**config.mk**
```make
export PLATFORM = sky130hd
export DESIGN_NAME = control_sequencer_flat
export DESIGN_NICKNAME = d
export VERILOG_FILES = /design/src/rtl/control_sequencer_if.sv /design/src/rtl/control_sequencer.sv /design/src/flat_wrapper.sv
export SDC_FILE = /design/constraint.sdc
export NUM_CORES = 1
export LEC_CHECK = 0
export BUFFER_PORTS_ARGS = -buffer_cell sky130_fd_sc_hd__buf_2
export CORE_MARGIN = 5
export CORE_UTILIZATION = 37
export DETAILED_ROUTE_END_ITERATION = 6
export PLACE_DENSITY = 0.78
export SLEW_MARGIN = 20
export SYNTH_ARGS = -nofsm -noshare
export SYNTH_HDL_FRONTEND = slang
export SYNTH_SLANG_ARGS = --single-unit
```
**constraint.sdc**
```tcl
create_clock -name clock -period 1.8 [get_ports clock]
set_input_delay 0.09 -clock clock [delete_from_list [all_inputs] [get_ports clock]]
set_output_delay 0.09 -clock clock [all_outputs]
set_load 0.02 [all_outputs]
```
**src/rtl/control_sequencer_if.sv**
```systemverilog
// Datapath-facing bundle for control_sequencer: IR/handshake inputs plus every strobe it drives.
// master = sequencer side, slave = datapath/bench side.
interface control_sequencer_if #(
  parameter int unsigned NREGS = 16
);
  logic [31:0]      ir;
  logic             mem_ready;
  logic             stop;
  logic             PCout, Zlowout, Zhighout, MDRout;
  logic             MARin, Zin, PCin, MDRin, IRin, Yin;
  logic             HIin, LOin, IncPC, Read;
  logic [NREGS-1:0] reg_in;
  logic [NREGS-1:0] reg_out;
  logic [4:0]       alu_op;
  logic             run;

  modport master (
    input  ir, mem_ready, stop,
    output PCout, Zlowout, Zhighout, MDRout, MARin, Zin, PCin, MDRin, IRin, Yin,
           HIin, LOin, IncPC, Read, reg_in, reg_out, alu_op, run
  );

  modport slave (
    output ir, mem_ready, stop,
    input  PCout, Zlowout, Zhighout, MDRout, MARin, Zin, PCin, MDRin, IRin, Yin,
           HIin, LOin, IncPC, Read, reg_in, reg_out, alu_op, run
  );
endinterface

```
**src/rtl/control_sequencer.sv**
```systemverilog
// Hardwired control unit: steps fetch (T0-T2) and execute (T3-T6) and drives all datapath
// strobes as a Moore function of the registered state and the current IR.
// Optional feature: define MULDIV_EN to enable mul/div (HI/LO destination) sequencing;
// otherwise mul/div decode as nop and HIin/LOin/Zhighout stay 0.
module control_sequencer #(
  parameter int unsigned NREGS = 16,
  parameter int unsigned OPC_W = 5
) (
  input logic                 clock,
  input logic                 clear,
  control_sequencer_if.master bus
);

  typedef enum logic [3:0] {
    StRst, StT0, StT1, StT2, StT3, StT4, StT5, StT6, StHalt
  } state_t;

  localparam logic [NREGS-1:0] OneHot = NREGS'(1);

  state_t             state_q, state_d;
  logic               stop_q, stop_d;
  logic [OPC_W-1:0]   opcode;
  logic [3:0]         ra, rb, rc;
  logic               is_alu3, is_unary, is_muldiv, is_halt, end_to_halt;
  logic               unused_ir;

  assign opcode    = bus.ir[31 -: OPC_W];
  assign ra        = bus.ir[26:23];
  assign rb        = bus.ir[22:19];
  assign rc        = bus.ir[18:15];
  assign unused_ir = ^bus.ir[14:0];

  // Opcode classification; anything not recognised falls through as nop
  always_comb begin
    is_alu3   = (opcode >= OPC_W'(5'b00011)) && (opcode <= OPC_W'(5'b01010));
    is_unary  = (opcode == OPC_W'(5'b10001)) || (opcode == OPC_W'(5'b10010));
    is_halt   = (opcode == OPC_W'(5'b11011));
`ifdef MULDIV_EN
    is_muldiv = (opcode == OPC_W'(5'b01111)) || (opcode == OPC_W'(5'b10000));
`else
    is_muldiv = 1'b0;
`endif
  end

  // State and latched stop request
  always_ff @(posedge clock or posedge clear) begin
    if (clear) begin
      state_q <= StRst;
      stop_q  <= 1'b0;
    end else begin
      state_q <= state_d;
      stop_q  <= stop_d;
    end
  end

  // Next-state decode and Moore strobe outputs
  always_comb begin
    state_d      = state_q;
    stop_d       = stop_q;
    bus.PCout    = 1'b0;
    bus.Zlowout  = 1'b0;
    bus.Zhighout = 1'b0;
    bus.MDRout   = 1'b0;
    bus.MARin    = 1'b0;
    bus.Zin      = 1'b0;
    bus.PCin     = 1'b0;
    bus.MDRin    = 1'b0;
    bus.IRin     = 1'b0;
    bus.Yin      = 1'b0;
    bus.HIin     = 1'b0;
    bus.LOin     = 1'b0;
    bus.IncPC    = 1'b0;
    bus.Read     = 1'b0;
    bus.reg_in   = '0;
    bus.reg_out  = '0;
    bus.alu_op   = '0;
    bus.run      = (state_q != StRst) && (state_q != StHalt);
    // A stop seen anywhere in the instruction is held until the boundary
    end_to_halt  = stop_q || bus.stop;
    if (bus.run && bus.stop) stop_d = 1'b1;

    unique case (state_q)
      StRst: state_d = StT0;
      StT0: begin
        bus.PCout = 1'b1;
        bus.MARin = 1'b1;
        bus.IncPC = 1'b1;
        bus.Zin   = 1'b1;
        state_d   = StT1;
      end
      StT1: begin
        // Z still holds PC+1 on wait cycles, so repeating PCin is harmless
        bus.Zlowout = 1'b1;
        bus.PCin    = 1'b1;
        bus.Read    = 1'b1;
        bus.MDRin   = 1'b1;
        if (bus.mem_ready) state_d = StT2;
      end
      StT2: begin
        bus.MDRout = 1'b1;
        bus.IRin   = 1'b1;
        if (is_halt)                            state_d = StHalt;
        else if (is_alu3 || is_unary || is_muldiv) state_d = StT3;
        else                                    state_d = end_to_halt ? StHalt : StT0;
      end
      StT3: begin
        bus.alu_op = 5'(opcode);
        if (is_muldiv) begin
          bus.reg_out = OneHot << ra;
          bus.Yin     = 1'b1;
        end else if (is_unary) begin
          bus.reg_out = OneHot << rb;
          bus.Zin     = 1'b1;
        end else begin
          bus.reg_out = OneHot << rb;
          bus.Yin     = 1'b1;
        end
        state_d = StT4;
      end
      StT4: begin
        bus.alu_op = 5'(opcode);
        if (is_muldiv) begin
          bus.reg_out = OneHot << rb;
          bus.Zin     = 1'b1;
          state_d     = StT5;
        end else if (is_unary) begin
          bus.Zlowout = 1'b1;
          bus.reg_in  = OneHot << ra;
          state_d     = end_to_halt ? StHalt : StT0;
        end else begin
          bus.reg_out = OneHot << rc;
          bus.Zin     = 1'b1;
          state_d     = StT5;
        end
      end
      StT5: begin
        bus.alu_op  = 5'(opcode);
        bus.Zlowout = 1'b1;
        if (is_muldiv) begin
          bus.LOin = 1'b1;
          state_d  = StT6;
        end else begin
          bus.reg_in = OneHot << ra;
          state_d    = end_to_halt ? StHalt : StT0;
        end
      end
      StT6: begin
        bus.alu_op = 5'(opcode);
`ifdef MULDIV_EN
        bus.Zhighout = 1'b1;
        bus.HIin     = 1'b1;
`endif
        state_d = end_to_halt ? StHalt : StT0;
      end
      StHalt: state_d = StHalt;
      default: state_d = StRst;
    endcase
    if (state_d == StHalt) stop_d = 1'b0;
  end

endmodule
```
**src/flat_wrapper.sv**
```systemverilog
// flat-port wrapper written by rule: the top's interface ports become plain ports
module control_sequencer_flat 
#(
  parameter int unsigned NREGS = 16,
  parameter int unsigned OPC_W = 5
)
  (clock, clear, bus_ir, bus_mem_ready, bus_stop, bus_PCout, bus_Zlowout, bus_Zhighout, bus_MDRout, bus_MARin, bus_Zin, bus_PCin, bus_MDRin, bus_IRin, bus_Yin, bus_HIin, bus_LOin, bus_IncPC, bus_Read, bus_reg_in, bus_reg_out, bus_alu_op, bus_run);
  control_sequencer_if #(.NREGS(NREGS)) bus_i ();
  input logic clock;
  input logic clear;
  input wire logic [$bits(bus_i.ir)-1:0] bus_ir;
  input wire logic [$bits(bus_i.mem_ready)-1:0] bus_mem_ready;
  input wire logic [$bits(bus_i.stop)-1:0] bus_stop;
  output wire logic [$bits(bus_i.PCout)-1:0] bus_PCout;
  output wire logic [$bits(bus_i.Zlowout)-1:0] bus_Zlowout;
  output wire logic [$bits(bus_i.Zhighout)-1:0] bus_Zhighout;
  output wire logic [$bits(bus_i.MDRout)-1:0] bus_MDRout;
  output wire logic [$bits(bus_i.MARin)-1:0] bus_MARin;
  output wire logic [$bits(bus_i.Zin)-1:0] bus_Zin;
  output wire logic [$bits(bus_i.PCin)-1:0] bus_PCin;
  output wire logic [$bits(bus_i.MDRin)-1:0] bus_MDRin;
  output wire logic [$bits(bus_i.IRin)-1:0] bus_IRin;
  output wire logic [$bits(bus_i.Yin)-1:0] bus_Yin;
  output wire logic [$bits(bus_i.HIin)-1:0] bus_HIin;
  output wire logic [$bits(bus_i.LOin)-1:0] bus_LOin;
  output wire logic [$bits(bus_i.IncPC)-1:0] bus_IncPC;
  output wire logic [$bits(bus_i.Read)-1:0] bus_Read;
  output wire logic [$bits(bus_i.reg_in)-1:0] bus_reg_in;
  output wire logic [$bits(bus_i.reg_out)-1:0] bus_reg_out;
  output wire logic [$bits(bus_i.alu_op)-1:0] bus_alu_op;
  output wire logic [$bits(bus_i.run)-1:0] bus_run;
  assign bus_i.ir = bus_ir;
  assign bus_i.mem_ready = bus_mem_ready;
  assign bus_i.stop = bus_stop;
  assign bus_PCout = bus_i.PCout;
  assign bus_Zlowout = bus_i.Zlowout;
  assign bus_Zhighout = bus_i.Zhighout;
  assign bus_MDRout = bus_i.MDRout;
  assign bus_MARin = bus_i.MARin;
  assign bus_Zin = bus_i.Zin;
  assign bus_PCin = bus_i.PCin;
  assign bus_MDRin = bus_i.MDRin;
  assign bus_IRin = bus_i.IRin;
  assign bus_Yin = bus_i.Yin;
  assign bus_HIin = bus_i.HIin;
  assign bus_LOin = bus_i.LOin;
  assign bus_IncPC = bus_i.IncPC;
  assign bus_Read = bus_i.Read;
  assign bus_reg_in = bus_i.reg_in;
  assign bus_reg_out = bus_i.reg_out;
  assign bus_alu_op = bus_i.alu_op;
  assign bus_run = bus_i.run;
  control_sequencer #(.NREGS(NREGS), .OPC_W(OPC_W)) u_core (.clock(clock), .clear(clear), .bus(bus_i));
endmodule
```
# After elaboration in Yosys (flattened, before gate mapping)

Cells that the tools add are included.

Output and inout port bits: 52
Bits in registers: 5

Equality and inequality tests: 13
$lt $le $gt $ge: 2
Reduce and logical (&&, ||, !) cells: 12
Shift-type cells: 3
Multiplexer cells: 21

Operators by type and width:

| kind                   | number |
|---|---|
| $pmux W16 S2           | 2 |
| $shl A1 B4 Y16 const A | 3 |
| $mux W16               | 2 |
| $pmux W4 S8            | 1 |
| $mux W4                | 5 |
| $eq A4 B3 Y1 const B   | 4 |
| $eq A5 B5 Y1 const B   | 3 |
| $eq A4 B2 Y1 const B   | 2 |
| $eq A4 B4 Y1 const B   | 2 |
| $mux W1                | 8 |
| $ge A5 B2 Y1 const B   | 1 |
| $le A5 B4 Y1 const B   | 1 |
| $mux W5                | 1 |
| $eq A4 B1 Y1 const B   | 1 |
| $logic_not A4 Y1       | 1 |
| $ne A4 B4 Y1 const B   | 1 |
| $reduce_bool A4 Y1     | 1 |
| $reduce_or A2 Y1       | 2 |
| $reduce_or A4 Y1       | 1 |
| $logic_and A1 B1 Y1    | 3 |
| $logic_or A1 B1 Y1     | 3 |
| $pmux W1 S3            | 1 |
| $pmux W1 S2            | 1 |
| $reduce_bool A2 Y1     | 1 |

# Depth between registers and ports, before layout

Depth in word-level cells: 8
Depth in mapped cells: 6

# Worst setup path before layout

OpenSTA, ideal clock, no wires.

Path type: reg2out
Start point: register u_core.state_q[3]
End point: output bus_reg_out[0]
Data arrival time: 1.721 ns
Setup slack: -0.011 ns
Required time: 1.710 ns
Cell stages (with the launch flop): 6
Path through: dfrtp_1 -> buf_6 -> nand2b_4 -> or3_1 -> or3_1 -> o22ai_1

Longest elaborated chain between the ends: 2

RTL lines:

| element                  | line                    | text |
|---|---|---|
| start: declaration       | control_sequencer.sv:20 | `state_t state_q, state_d;` |
| start signal: assignment | control_sequencer.sv:48 | `state_q <= StRst;` |
| start signal: assignment | control_sequencer.sv:51 | `state_q <= state_d;` |
| $eq A4 B3 Y1             | control_sequencer.sv:82 | `unique case (state_q)` |
| $pmux W16 S2 (*)         | control_sequencer.sv:82 |  |
| end: declaration         | flat_wrapper.sv:29      | `output wire logic [$bits(bus_i.reg_out)-1:0] bus_reg_out;` |

Every way passes the cells marked *; elsewhere a longest branch is shown, timed or not.

# Final worst setup path

Start point: register u_core.state_q[1]
End point: output bus_reg_in[12]

Longest elaborated chain between the ends: 2

RTL lines:

| element          | line                    | text |
|---|---|---|
| $eq A4 B3 Y1     | control_sequencer.sv:82 |  |
| $pmux W16 S2 (*) | control_sequencer.sv:82 |  |
| end: declaration | flat_wrapper.sv:28      | `output wire logic [$bits(bus_i.reg_in)-1:0] bus_reg_in;` |

Marks and branches as above.

==> results.json <==
{
  "status": "complete, but fails checks",
  "violations": "negative setup slack",
  "drt-wirelength-per-cell_um": 15.80,
  "min_from": "bus_stop",
  "switching_share_pct": 51.21,
  "coreArea_um2": 2455,
  "finalSetupTns_ns": -2.232,
  "ant_nets": 0,
  "cpPeakStageDelay_ns": 0.40,
  "start_util_pct": 38.28,
  "pre_cts_slack_ns": 0.06010,
  "port_buffers": 69,
  "fin_crit_sh_pct": 108.9,
  "rows": 18,
  "setup_ws_ns": -0.1600,
  "worstSetupPathType": "flop to output port",
  "syn-cell-area_um2": 939.7,
  "cts_root_buffer": "clkbuf_4",
  "fp.dieW_um": 60.40,
  "dp.cells": 233,
  "place.gp.congestion": 0.9328,
  "rr_startpoint": "u_core.state_q[1]",
  "power_switching_uw": 699.1,
  "cts_tree": "yes",
  "wl_mm": 3.823,
  "fin_crit_ns": 1.960,
  "io_pins": 88,
  "cts_num_sinks": 5,
  "vias": 1383,
  "combPwrFrac_pct": 74.5,
  "die_y_um": 60.40,
  "antenna_found_initial": 0,
  "clkPwrFrac_pct": 9.5,
  "grt_start_max_net_pins": 11,
  "grt_pass1_vias": 1272,
  "end_kind": "output port",
  "instances_no_fill": 242,
  "die_area_um2": 3648,
  "cpMaxStageDelayCell": "dfrtp_1",
  "powerDensity_nw_per_um2": 813.1,
  "path_clk_slew_ns": 0.04,
  "area_delta_synth_final_pct": 78.70,
  "setup_viol_count_final": 26,
  "syn_area_per_cell_um2": 6.859,
  "grt_pass1_wl_mm": 5.313,
  "crit_chain": "nand2b_4, buf_6, o41ai_4, nand4_1, nor3_2, buf_4",
  "peakVddDrop_uv": 924.0,
  "synthDistinctLibCells": 39,
  "dp.final_hpwl_mm": 2.617,
  "via_per_inst": 5.715,
  "ys_seq_area_share_pct": 13.32,
  "grt_setup_unrepaired": "true",
  "seqPwrFrac_pct": 16.0,
  "reg2reg_slack_ns": 0.08,
  "syn_inst": 137,
  "hold_path.class": "input pin to flop",
  "startpoint": "u_core.state_q[1]",
  "cp_max_fo": 4,
  "insertion_delay_ns": 0.24,
  "grt_usage_pct": 18.68,
  "drv_slew": 0,
  "diodes": 0,
  "final_hold_viol_count": 0,
  "clock_path_buffers": 2,
  "drt_first_pass_iters": 4,
  "p_leak_nw": 0.7526,
  "max_cap_violations": 0,
  "drc": 0,
  "ys_warn_count": 0,
  "gr-total-overflow": 0,
  "critPathArrivalTime_ns": 1.87,
  "start_kind": "flop",
  "skew_ns": 0.0009916,
  "layout-drive-gt1-share_pct": 57.08,
  "ys_ff_latch": 5,
  "clock.fmax_mhz": 510.2,
  "drt_iter0_markers": 53,
  "cts_made_buffers": 3,
  "intPower_uw": 666.1,
  "fin_nets": 249,
  "cp.required_ns": 1.71,
  "htreeDepth": 1
}
-- Yosys cell counts (all sizes together) --
library cell  count  share of area [%]
a211oi            2                2.1
a21oi             4                2.1
a221o             2                2.1
a31o              1               0.93
a31oi             1               0.67
and2              4                2.7
and3              2                1.5
and4bb            1                1.3
buf              12                9.2
clkbuf            1               0.40
conb              1               0.40
dfrtp             5                 13
inv               4                1.6
nand2             5                2.0
nand2b           11                8.1
nand3             5                2.7
nand3b            4                3.2
nand4             1               0.67
nand4b            2                1.9
nor2             20                8.0
nor2b             2                1.3
nor3             13                6.9
nor3b             1                1.3
nor4              1               0.67
nor4b             1               0.93
o21ai             3                1.6
o22ai            17                 11
o32a              1                1.1
o41ai             1                2.9
or2               2                1.3
or3               3                2.0
or3b              1               0.93
xnor2             1               0.93
xor2              2                1.9
-- final timing paths --
path	endpoint	depth (start not counted)
setup / recovery	bus_reg_in[12]	6
hold / removal	u_core.state_q[0]	3
setup reg to reg	u_core.state_q[3]	6
hold reg to reg	u_core.state_q[1]	2
max in group asynchronous	u_core.state_q[0]	3
min in group asynchronous	u_core.state_q[1]	3
-- cell type report --
class                   instances  area (um^2)
multi-input cells             117        894.6
fillers                       206        775.7
repair buffers                 82        579.3
flip-flops and latches          5        126.4
well taps                      30        37.54
clock buffers                   4        26.28
inverters                       4        15.01
-- cells in the final DEF, fill, tap and decap left out, types with 2 or more instances in the layout --
master | synthesis | layout
o22ai_1 | 17 | 5
nand3_1 | 5 | 3
o22ai_4 | 0 | 2
nand2_1 | 5 | 5
nand3_4 | 0 | 2
or2_2 | 2 | 2
a21oi_1 | 4 | 4
or3_1 | 3 | 2
conb_1 | 1 | 3
nand2b_4 | 1 | 2
o21ai_0 | 3 | 3
o22ai_2 | 0 | 10
dfrtp_1 | 5 | 4
nor3_2 | 0 | 5
nor2_1 | 20 | 17
nor2_4 | 0 | 2
inv_1 | 4 | 4
xor2_1 | 2 | 2
nor3_1 | 13 | 8
nand3b_1 | 4 | 4
nand2b_1 | 10 | 8
buf_6 | 1 | 15
a221o_1 | 2 | 2
nand4b_1 | 2 | 2
buf_2 | 3 | 38
buf_4 | 8 | 28
and2_1 | 4 | 4
clkbuf_4 | 0 | 3
-- stage by stage --
stage / util [%] / power [mW] / hold slack (ns) / instance area (um^2)
after global placement: 52.96 / 1.075 / -0.01036 / 1300
after floorplan: - / 0.8756 / -0.1315 / 947.2
after CTS: 61.11 / 1.309 / 0.2688 / 1500
after detailed placement: 52.96 / 1.095 / -0.006354 / 1300
after global routing: 68.40 / 1.473 / 0.2844 / 1679
final: 68.40 / 1.365 / 0.2836 / 1679
-- critical path, delay by kind of cell (launching register included) --
family          cells  cell delay [ns]
simple gates        3             0.66
compound gates      1             0.28
flops               1             0.40
buf+inv             2             0.28
-- flip-flops by register name (all words and copies together) (netlist names) --
| signal | flops |
|---|---|
| u_core.stop_q | 1 |
| u_core.state_q | 4 |
-- per-layer routing --
metal / share of wire, % / GRT usage, % / up-vias
li1: - / - / 646
met1: 37 / 21.48 / 640
met2: 52 / 34.41 / 91
met3: 10 / 4.043 / 6
met4: 1.4 / 5.380 / 0
met5: 0 / 0 / -
-- logic make-up after synthesis --
group	Yosys count	synth area share, %
compound gates	32	24.90
xor+xnor	3	2.797
other cells	1	0.3991
buf+inv	17	11.18
flops	5	13.32
simple gates	79	47.40
-- power by group through the flow --
stage               combinational [mW]  sequential, mW  clock [mW]
floorplan                        0.694           0.182           0
global placement                 0.870           0.205           0
detailed placement               0.887           0.209           0
CTS                              0.960           0.211       0.138
global route                      1.10           0.225       0.152
finish                            1.02           0.218       0.129
-- repair_timing --
item | 4_1_cts | 5_1_grt
pin swaps | 13 | 6
hold buffers | 1 | 0
endpoints found under the hold margin | 5 | 0
endpoints found under the setup margin | 31 | 42
gates resized for setup | 41 | 39
setup buffers | 2 | 2
Power figures use the tool's default switching activity.
